<file path="config.mk">
export PLATFORM = sky130hd
export DESIGN_NAME = cam_stream_capture_flat
export DESIGN_NICKNAME = d
export VERILOG_FILES = /design/src/rtl/cam_stream_capture_if.sv /design/src/rtl/cam_stream_capture.sv /design/src/flat_wrapper.sv
export SDC_FILE = /design/constraint.sdc
export NUM_CORES = 1
export LEC_CHECK = 0
export ABC_CLOCK_PERIOD_IN_PS = 2000
export CAP_MARGIN = 20
export CORE_UTILIZATION = 51
export CTS_CLUSTER_SIZE = 20
export DETAILED_ROUTE_END_ITERATION = 10
export GPL_ROUTABILITY_DRIVEN = 0
export PLACE_DENSITY = 0.79
export SKIP_CTS_REPAIR_TIMING = 1
export SLEW_MARGIN = 20
export SYNTH_ARGS = -nofsm -noshare
export SYNTH_HDL_FRONTEND = slang
export SYNTH_SLANG_ARGS = --single-unit
export TNS_END_PERCENT = 5
</file>
<file path="constraint.sdc">
create_clock -name PixelClk -period 2 [get_ports PixelClk]
set_input_delay 0.4 -clock PixelClk [delete_from_list [all_inputs] [get_ports PixelClk]]
set_output_delay 0.4 -clock PixelClk [all_outputs]
set_load 0.005 [all_outputs]
</file>
<file path="src/rtl/cam_stream_capture_if.sv">
//==============================================================================
// cam_stream_capture_if : DVP camera input and tagged camera->PSRAM FIFO port
// Rev 1.0
//==============================================================================
`default_nettype none

interface cam_stream_capture_if #(
   parameter int DATA_W          = 8,
   parameter int BYTES_PER_PIXEL = 2
);
   localparam int PIX_W = DATA_W * BYTES_PER_PIXEL;

   logic              cam_vsync;
   logic              cam_href;
   logic [DATA_W-1:0] cam_data;
   logic              fifo_full;
   logic [PIX_W:0]    fifo_data;
   logic              fifo_wr_en;

   modport master (
      input  cam_vsync, cam_href, cam_data, fifo_full,
      output fifo_data, fifo_wr_en
   );

   modport slave (
      output cam_vsync, cam_href, cam_data, fifo_full,
      input  fifo_data, fifo_wr_en
   );
endinterface

`default_nettype wire

</file>
<file path="src/rtl/cam_stream_capture.sv">
//==============================================================================
// cam_stream_capture : DVP capture, pixel packing and tagged FIFO writes with
// drop/line telemetry. Optional crop window enabled by define CAM_CROP_EN.
// Rev 1.0
//==============================================================================
`default_nettype none

module cam_stream_capture #(
   parameter int DATA_W          = 8,
   parameter int BYTES_PER_PIXEL = 2,
   parameter bit MSB_FIRST       = 1'b1,
   parameter int MAX_LINE        = 1024,
   parameter bit EMIT_EOL        = 1'b0,
   parameter int CROP_X0         = 0,
   parameter int CROP_Y0         = 0,
   parameter int CROP_W          = 480,
   parameter int CROP_H          = 272,
   localparam int PIX_W          = DATA_W * BYTES_PER_PIXEL,
   localparam int LINE_W         = $clog2(MAX_LINE + 1)
) (
   input  wire logic               PixelClk,
   input  wire logic               nRST,
   input  wire logic               mem_ready_i,
   cam_stream_capture_if.master    bus,
   output logic                    frame_active_o,
   output logic [15:0]             frame_count_o,
   output logic [LINE_W-1:0]       last_line_len_o,
   output logic [15:0]             drop_count_o,
   output logic                    overflow_o
);

   localparam int                BI_W      = (BYTES_PER_PIXEL > 1) ? $clog2(BYTES_PER_PIXEL) : 1;
   localparam logic [BI_W-1:0]   LAST_BYTE = BI_W'(BYTES_PER_PIXEL - 1);
   localparam logic [LINE_W-1:0] MAX_COL   = LINE_W'(MAX_LINE);

   if (BYTES_PER_PIXEL < 1 || BYTES_PER_PIXEL > 4 || CROP_X0 < 0 || CROP_Y0 < 0 ||
       CROP_W < 0 || CROP_H < 0) begin : g_param_check
      $error("cam_stream_capture: parameter out of range");
   end

   typedef enum logic [1:0] {
      S_WAIT_READY = 2'd0,
      S_WAIT_VSYNC = 2'd1,
      S_WAIT_FRAME = 2'd2,
      S_CAPTURE    = 2'd3
   } state_t;

   state_t            state_q, state_d;
   logic [BI_W-1:0]   byte_idx_q, byte_idx_d;
   logic [PIX_W-1:0]  pix_q, pix_d;
   logic [LINE_W-1:0] col_q, col_d;
   logic [15:0]       row_q, row_d;
   logic              href_q, href_d;
   logic [PIX_W:0]    wdata_q, wdata_d;
   logic              wr_q, wr_d;
   logic [15:0]       frame_cnt_q, frame_cnt_d;
   logic [LINE_W-1:0] len_q, len_d;
   logic [15:0]       drop_q, drop_d;
   logic              ovf_q, ovf_d;

   logic [PIX_W-1:0]  w_pix;
   logic              w_emit;
   logic [PIX_W:0]    w_word;

`ifdef CAM_CROP_EN
   logic [LINE_W-1:0] lwr_q, lwr_d;
   logic              w_col_in, w_row_in;

   assign w_col_in = (int'(col_q) >= CROP_X0) && (int'(col_q) < CROP_X0 + CROP_W);
   assign w_row_in = (int'(row_q) >= CROP_Y0) && (int'(row_q) < CROP_Y0 + CROP_H);
`endif

   always_comb begin
      state_d     = state_q;
      byte_idx_d  = byte_idx_q;
      pix_d       = pix_q;
      col_d       = col_q;
      row_d       = row_q;
      href_d      = bus.cam_href;
      wdata_d     = wdata_q;
      wr_d        = 1'b0;
      frame_cnt_d = frame_cnt_q;
      len_d       = len_q;
      drop_d      = drop_q;
      ovf_d       = ovf_q;
`ifdef CAM_CROP_EN
      lwr_d       = lwr_q;
`endif
      w_emit      = 1'b0;
      w_word      = '0;

      // Current byte merged into its slot; completes the pixel on the last byte.
      w_pix = pix_q;
      for (int s = 0; s < BYTES_PER_PIXEL; s++) begin
         if (int'(byte_idx_q) == s) begin
            if (MSB_FIRST) w_pix[(BYTES_PER_PIXEL-1-s)*DATA_W +: DATA_W] = bus.cam_data;
            else           w_pix[s*DATA_W +: DATA_W]                     = bus.cam_data;
         end
      end

      if (!mem_ready_i) begin
         state_d    = S_WAIT_READY;
         byte_idx_d = '0;
      end else begin
         case (state_q)
            S_WAIT_READY: state_d = S_WAIT_VSYNC;
            S_WAIT_VSYNC: if (bus.cam_vsync) state_d = S_WAIT_FRAME;
            S_WAIT_FRAME: begin
               if (!bus.cam_vsync) begin
                  state_d    = S_CAPTURE;
                  byte_idx_d = '0;
                  col_d      = '0;
                  row_d      = '0;
`ifdef CAM_CROP_EN
                  lwr_d      = '0;
`endif
                  w_emit     = 1'b1;
                  w_word     = {1'b1, PIX_W'(frame_cnt_q)};
               end
            end
            S_CAPTURE: begin
               if (bus.cam_vsync) begin
                  state_d     = S_WAIT_FRAME;
                  frame_cnt_d = frame_cnt_q + 16'd1;
                  byte_idx_d  = '0;
               end else if (href_q && !bus.cam_href) begin
                  byte_idx_d = '0;
                  if (col_q != '0) begin
                     row_d = row_q + 16'd1;
                     col_d = '0;
`ifdef CAM_CROP_EN
                     lwr_d = '0;
                     if (w_row_in) begin
                        len_d = lwr_q;
                        if (EMIT_EOL) begin
                           w_emit = 1'b1;
                           w_word = '1;
                        end
                     end
`else
                     len_d = col_q;
                     if (EMIT_EOL) begin
                        w_emit = 1'b1;
                        w_word = '1;
                     end
`endif
                  end
               end else if (bus.cam_href) begin
                  pix_d = w_pix;
                  if (byte_idx_q == LAST_BYTE) begin
                     byte_idx_d = '0;
                     if (col_q < MAX_COL) begin
                        col_d = col_q + LINE_W'(1);
`ifdef CAM_CROP_EN
                        if (w_col_in && w_row_in) begin
                           lwr_d  = lwr_q + LINE_W'(1);
                           w_emit = 1'b1;
                           w_word = {1'b0, w_pix};
                        end
`else
                        w_emit = 1'b1;
                        w_word = {1'b0, w_pix};
`endif
                     end
                  end else begin
                     byte_idx_d = byte_idx_q + BI_W'(1);
                  end
               end
            end
            default: state_d = S_WAIT_READY;
         endcase
      end

      if (w_emit) begin
         if (bus.fifo_full) begin
            if (drop_q != 16'hFFFF) drop_d = drop_q + 16'd1;
            ovf_d = 1'b1;
         end else begin
            wr_d    = 1'b1;
            wdata_d = w_word;
         end
      end
   end

   always_ff @(posedge PixelClk or negedge nRST) begin
      if (!nRST) begin
         state_q     <= S_WAIT_READY;
         byte_idx_q  <= '0;
         pix_q       <= '0;
         col_q       <= '0;
         row_q       <= '0;
         href_q      <= 1'b0;
         wdata_q     <= '0;
         wr_q        <= 1'b0;
         frame_cnt_q <= '0;
         len_q       <= '0;
         drop_q      <= '0;
         ovf_q       <= 1'b0;
`ifdef CAM_CROP_EN
         lwr_q       <= '0;
`endif
      end else begin
         state_q     <= state_d;
         byte_idx_q  <= byte_idx_d;
         pix_q       <= pix_d;
         col_q       <= col_d;
         row_q       <= row_d;
         href_q      <= href_d;
         wdata_q     <= wdata_d;
         wr_q        <= wr_d;
         frame_cnt_q <= frame_cnt_d;
         len_q       <= len_d;
         drop_q      <= drop_d;
         ovf_q       <= ovf_d;
`ifdef CAM_CROP_EN
         lwr_q       <= lwr_d;
`endif
      end
   end

   assign bus.fifo_data   = wdata_q;
   assign bus.fifo_wr_en  = wr_q;
   assign frame_active_o  = (state_q == S_CAPTURE);
   assign frame_count_o   = frame_cnt_q;
   assign last_line_len_o = len_q;
   assign drop_count_o    = drop_q;
   assign overflow_o      = ovf_q;

endmodule

`default_nettype wire
</file>
<file path="src/flat_wrapper.sv">
// flat-port wrapper written by rule: the top's interface ports become plain ports
module cam_stream_capture_flat 
#(
   parameter int DATA_W          = 8,
   parameter int BYTES_PER_PIXEL = 2,
   parameter bit MSB_FIRST       = 1'b1,
   parameter int MAX_LINE        = 1024,
   parameter bit EMIT_EOL        = 1'b0,
   parameter int CROP_X0         = 0,
   parameter int CROP_Y0         = 0,
   parameter int CROP_W          = 480,
   parameter int CROP_H          = 272,
   localparam int PIX_W          = DATA_W * BYTES_PER_PIXEL,
   localparam int LINE_W         = $clog2(MAX_LINE + 1)
)
  (PixelClk, nRST, mem_ready_i, frame_active_o, frame_count_o, last_line_len_o, drop_count_o, overflow_o, bus_cam_vsync, bus_cam_href, bus_cam_data, bus_fifo_full, bus_fifo_data, bus_fifo_wr_en);
  cam_stream_capture_if #(.DATA_W(DATA_W), .BYTES_PER_PIXEL(BYTES_PER_PIXEL)) bus_i ();
  input  wire logic PixelClk;
  input  wire logic nRST;
  input  wire logic mem_ready_i;
  output logic frame_active_o;
  output logic [15:0] frame_count_o;
  output logic [LINE_W-1:0] last_line_len_o;
  output logic [15:0] drop_count_o;
  output logic overflow_o;
  input wire logic [$bits(bus_i.cam_vsync)-1:0] bus_cam_vsync;
  input wire logic [$bits(bus_i.cam_href)-1:0] bus_cam_href;
  input wire logic [$bits(bus_i.cam_data)-1:0] bus_cam_data;
  input wire logic [$bits(bus_i.fifo_full)-1:0] bus_fifo_full;
  output wire logic [$bits(bus_i.fifo_data)-1:0] bus_fifo_data;
  output wire logic [$bits(bus_i.fifo_wr_en)-1:0] bus_fifo_wr_en;
  assign bus_i.cam_vsync = bus_cam_vsync;
  assign bus_i.cam_href = bus_cam_href;
  assign bus_i.cam_data = bus_cam_data;
  assign bus_i.fifo_full = bus_fifo_full;
  assign bus_fifo_data = bus_i.fifo_data;
  assign bus_fifo_wr_en = bus_i.fifo_wr_en;
  cam_stream_capture #(.DATA_W(DATA_W), .BYTES_PER_PIXEL(BYTES_PER_PIXEL), .MSB_FIRST(MSB_FIRST), .MAX_LINE(MAX_LINE), .EMIT_EOL(EMIT_EOL), .CROP_X0(CROP_X0), .CROP_Y0(CROP_Y0), .CROP_W(CROP_W), .CROP_H(CROP_H)) u_core (.PixelClk(PixelClk), .nRST(nRST), .mem_ready_i(mem_ready_i), .bus(bus_i), .frame_active_o(frame_active_o), .frame_count_o(frame_count_o), .last_line_len_o(last_line_len_o), .drop_count_o(drop_count_o), .overflow_o(overflow_o));
endmodule
</file>
======== After elaboration in Yosys (flattened, before gate mapping) ========
Cells that the tools add are included.
word-level totals
  register bits after elaboration ......... 93
  bits of input ports ..................... 14
  output and inout bits ................... 63
  word-level logic and storage cells ...... 87
operators by class
  add/subtract/negate cells ............... 4
  $lt $le $gt $ge ......................... 1
  eq/ne operators ......................... 14
  muxes and demuxes ....................... 39
  bitwise gates (word level) .............. 3
  reduce and logical (&&, ||, !) cells .... 15
operators with widths
  operator               count
  $mux 17                6
  $mux 11                7
  $pmux 17 s2            1
  $add 16x1->16 const B  2
  $mux 16                2
  $pmux 11 s2            1
  $ne 16x16->1 const B   1
  $mux 1                 15
  $ne 3x1->1 const B     4
  $add 11x1->11 const B  1
  $lt 11x11->1 const B   1
  $reduce_bool 11->1     1
  $reduce_and 5->1       2
  $reduce_and 3->1       3
  $mux 8                 1
  $reduce_and 8->1       1
  $mux 2                 3
  $ne 3x3->1 const B     2
  $pmux 2 s3             1
  $reduce_and 2->1       3
  $ne 5x2->1 const B     1
  $eq 2x2->1 const B     2
  $ne 2x2->1 const B     2
  $pmux 1 s2             2
  other kinds (9)        11

======== Logic depth before layout (Yosys ltp) ========
  depth after elaboration ................. 9
  gate-level depth with buffers ........... 7
  depth with buffers taken out ............ 6

======== Worst setup path after synthesis ========
OpenSTA, ideal clock, no wires.
  path type ............................... reg-to-reg
  start ................................... register u_core.state_q[1]
  end ..................................... register u_core.drop_q[1] (netlist: u_core.drop_count_o[1])
  library setup time ...................... 0.127 ns
  arrival ................................. 1.578 ns
  data required time ...................... 1.873 ns
  setup slack ............................. 0.294 ns
  stages on the path, launching flop included .. 6
  buffers on the path ..................... 1
  period minus slack after synthesis ...... 1.706 ns
  cells stage by stage .................... dfrtp_1 > buf_2 > and4b_1 > a21boi_1 > o21a_1 > mux2_1
between the ends
  longest elaborated chain between the ends .. 4
  elaborated cells on any way between the ends .. 5
  classes of those cells .................. eq/ne: 2; mux: 2; reduce/logical: 1
RTL lines
  what                          RTL line                   text
  from (decl)                   cam_stream_capture.sv:48   state_t state_q, state_d;
  from (signal assigned)        cam_stream_capture.sv:203  state_q <= state_d;
  $eq 2x2->1                    cam_stream_capture.sv:105  case (state_q)
  $pmux 1 s2 *                  cam_stream_capture.sv:105
  $mux 1 *                      cam_stream_capture.sv:101  if (!mem_ready_i) begin
  $reduce_and 3->1 (no line) *  n/a
  to (signal assigned)          cam_stream_capture.sv:213  drop_q <= drop_d;
  to (decl)                     cam_stream_capture.sv:58   logic [15:0] drop_q, drop_d;
Mark *: on every way between the ends. The rest lies on a longest branch, timed or not.
A chain may end at the register's enable or synchronous reset.

======== Worst setup path in the final report ========
  start ................................... register u_core.state_q[0]
  end ..................................... output frame_active_o
between the ends
  longest elaborated chain between the ends .. 1
RTL lines
  what        RTL line                   text
  $eq 2x2->1  cam_stream_capture.sv:223  assign frame_active_o = (state_q == S_CAPTURE);
  to (decl)   flat_wrapper.sv:21         output logic frame_active_o;
No other way between the ends.

==> results.ini <==
[worst_setup_path]
arrival_ns = 1.50
path_delay_family = buffers and inverters
cp_cell_sequence = nand2_1, inv_2, clkdlybuf4s50_1
r2r_cells = 6
path_max_fanout = 6
start_kind = flip-flop
endpoint_kind = output pin
r2r_setup_slack_ns = 0.19
max_stage_delay_ns = 0.50
reg2reg_to = u_core.col_q[2]
crit_type = reg -> out
cp.buffers_inverters = 2
critPathSlowestCell = clkdlybuf4s50_1
regToRegStartpoint = u_core.col_q[0]
required_ns = 1.60

[global_route]
gr-total-overflow = 0
grtUsageTotal_pct = 24.2
antenna_found_initial = 0
first_global_vias = 3140
grt_max_degree = 86
grt_pass1_wl_um = 15600

[die]
initial_utilization_pct = 54.0
die_area_mm2 = 0.00820
rows = 31
ioPinCount = 77
die_x_um = 90.6
core-area_mm2 = 0.00741
die_y_um = 90.6

[logic_synthesis]
netlist_instances = 361
synth_top_family_by_area = simple AND/OR/NAND/NOR gates
synth_xor_area_share_pct = 6.57
synthSimpleGateAreaFrac_pct = 17.8
synth-compound-area-share_pct = 12.5
synth_enable_flop_cells = 0
netlist_area_mm2 = 0.00400
ys.flop_type = dfrtp_1
yosysWarnings = 0
synth.area.mux_share_pct = 6.13
synth_seq_cells = 85
yosysUniqueCellTypes = 58
syn_nets = 379
synthAdderAreaFrac_pct = 1.25
syn_avg_cell_area_um2 = 11.1
synth-async-reset-ratio_pct = 100
seq_area_frac_synth_pct = 53.2

[detailed_routing]
totalWireLength_um = 9430
drc = 0
wire_per_inst_um = 16.4
via_per_inst = 5.71
ant_nets = 0
dr.first_iter.drc_count = 163
first_pass_iters = 5
num_vias = 3291

[placed_design]
dpl_cell_area_mm2 = 0.00513
dp_hpwl_um = 6600
io_buffers = 76
dp.cells = 558

[timing]
layout_min_cycle_time_ns = 1.90
hold_viol = 0
finalSetupViolCount = 0
fin_setup_tns_ns = 0
finClkSkew_ns = 0.00518
min_period_over_period_pct = 95.0
rsz0062_at_grt = false
relSlewSlack_pct = 68.7
slew_viol_final = 0
worst_slew_pin_slew_ns = 0.466
fmax_mhz = 526

[power]
ir_drop_mv = 0.577
power_density_mw_per_mm2 = 786
p_leak_nw = 2.36

[final_layout]
fillCellCount = 547
fin_cells = 576
fin_nets = 490
num_antenna_cells = 0
drive_gt1_share_pct = 18.0
area_growth_syn_to_layout_pct = 33.6
finalInstanceArea_mm2 = 0.00534

[cts]
clock-root-buffer = clkbuf_8
htreeDepth = 3
cts.sinks = 85
path_clk_slew_ns = 0.08
numCtsBuffers = 9
cts.path.max_buffers = 2
cts_tree = done
clk_latency_ns = 0.36

[run_status]
status = complete, no violations

[min_path]
hold_path_class = in -> async

[run]
maxCapViolCount = 0

cell families after synthesis:
kind of cell / Yosys count
buffers and inverters: 24
adders and majority gates: 4
and+or+nand+nor: 126
muxes: 22
DFF: 85
AOI/OAI and AO/OA: 70
xor gates and xnor gates: 30
power breakdown:
part           total [mW]  leakage (nW)  switching [mW]  internal (mW)
registers            2.17          1.12           0.215           1.95
logic               0.847          1.14           0.332          0.515
clock network        1.18        0.0990           0.626          0.558
total                4.20          2.36            1.17           3.03
state kept, by name (all words and copies together), names as in the netlist:
| signal | flops |
|---|---|
| u_core.pix_q | 8 |
| u_core.byte_idx_q | 1 |
| u_core.col_q | 11 |
| u_core.state_q | 2 |
| u_core.drop_count_o | 16 |
| u_core.overflow_o | 1 |
| u_core.href_q | 1 |
| u_core.bus.fifo_data | 17 |
| u_core.frame_count_o | 16 |
| u_core.bus.fifo_wr_en | 1 |
| u_core.last_line_len_o | 11 |
cells in the final DEF, fill, tap and decap left out, types with 2 or more instances in the layout:
cell	netlist	routed
a21oi_1	17	17
xor2_1	12	12
nand3b_1	3	3
nand2b_1	5	5
ha_1	4	4
a22oi_1	16	16
nand4_1	11	11
o31ai_1	2	2
xnor2_1	18	18
a211o_1	2	2
and4_1	5	5
o211ai_1	5	5
buf_4	1	35
clkbuf_8	0	12
nand3_1	18	18
mux2i_1	2	2
nand2_1	18	18
nor2_1	23	23
o221ai_1	2	2
buf_12	0	3
o21ai_0	6	6
o2111ai_1	3	3
nor4_1	8	8
inv_1	11	10
and2_1	2	2
clkdlybuf4s50_1	0	75
nor3_1	5	5
dfrtp_2	0	2
dfrtp_1	85	83
and4b_1	2	2
and3_1	9	9
mux2_2	19	19
nor2b_1	7	7
how the worst max path moves through the flow:
stage	startpoint	end	slack, ns	cells past startpoint
2_1_floorplan	u_core.state_q[1]	u_core.drop_count_o[1]	0.29	5
3_3_place_gp	bus_cam_href	u_core.col_q[2]	-0.16	5
3_5_place_dp	mem_ready_i	u_core.frame_count_o[12]	-0.20	6
4_1_cts	u_core.state_q[1]	frame_active_o	-0.13	3
5_1_grt	u_core.state_q[0]	frame_active_o	0.04	3
6_report	u_core.state_q[0]	frame_active_o	0.1	3
Yosys cell counts (6+ instances only):
cell      count  share of area [%]
dfrtp_1      85                 53
nor2_1       23                2.2
mux2_2       19                5.3
nand2_1      18                1.7
nand3_1      18                2.3
xnor2_1      18                3.9
a21oi_1      17                2.1
a22oi_1      16                3.0
xor2_1       12                2.6
inv_1        11                1.0
nand4_1      11                1.7
and3_1        9                1.4
nor4_1        8                1.3
clkbuf_1      7               0.66
nor2b_1       7                1.1
o21ai_0       6               0.75
layout make-up:
class / count / area (um2) / share of cell area (%)
Inverter: 11 / 41.3 / 0.773
Sequential cell: 85 / 2130 / 39.9
Timing Repair Buffer: 113 / 1070 / 20.1
Clock buffer: 12 / 165 / 3.09
Clock inverter: 4 / 30.0 / 0.562
Multi-Input combinational cell: 252 / 1780 / 33.3
Tap cell: 99 / 124 / 2.32
metrics by stage:
step | hold WS (ns) | power (mW) | utilization [%] | setup WS [ns]
CTS | 0.0827 | 4.22 | 71.9 | -0.131
detailed placement | 0.466 | 3.04 | 69.3 | -0.202
global placement | 0.457 | 3.00 | 69.3 | -0.157
global route | 0.0934 | 4.42 | 72.1 | 0.0393
floorplan | 0.104 | 2.49 | - | 0.294
finish | 0.0457 | 4.20 | 72.1 | 0.0991
routing by layer:
layer  GRT usage, %  share of wire, %  vias up
met5              0                 0        -
met4           8.87               1.5        0
met3           6.40               6.4       11
met2           38.5                48      117
met1           31.7                44     1614
li1               -                 -     1549
Note: power is estimated with default switching activity, not from simulation.
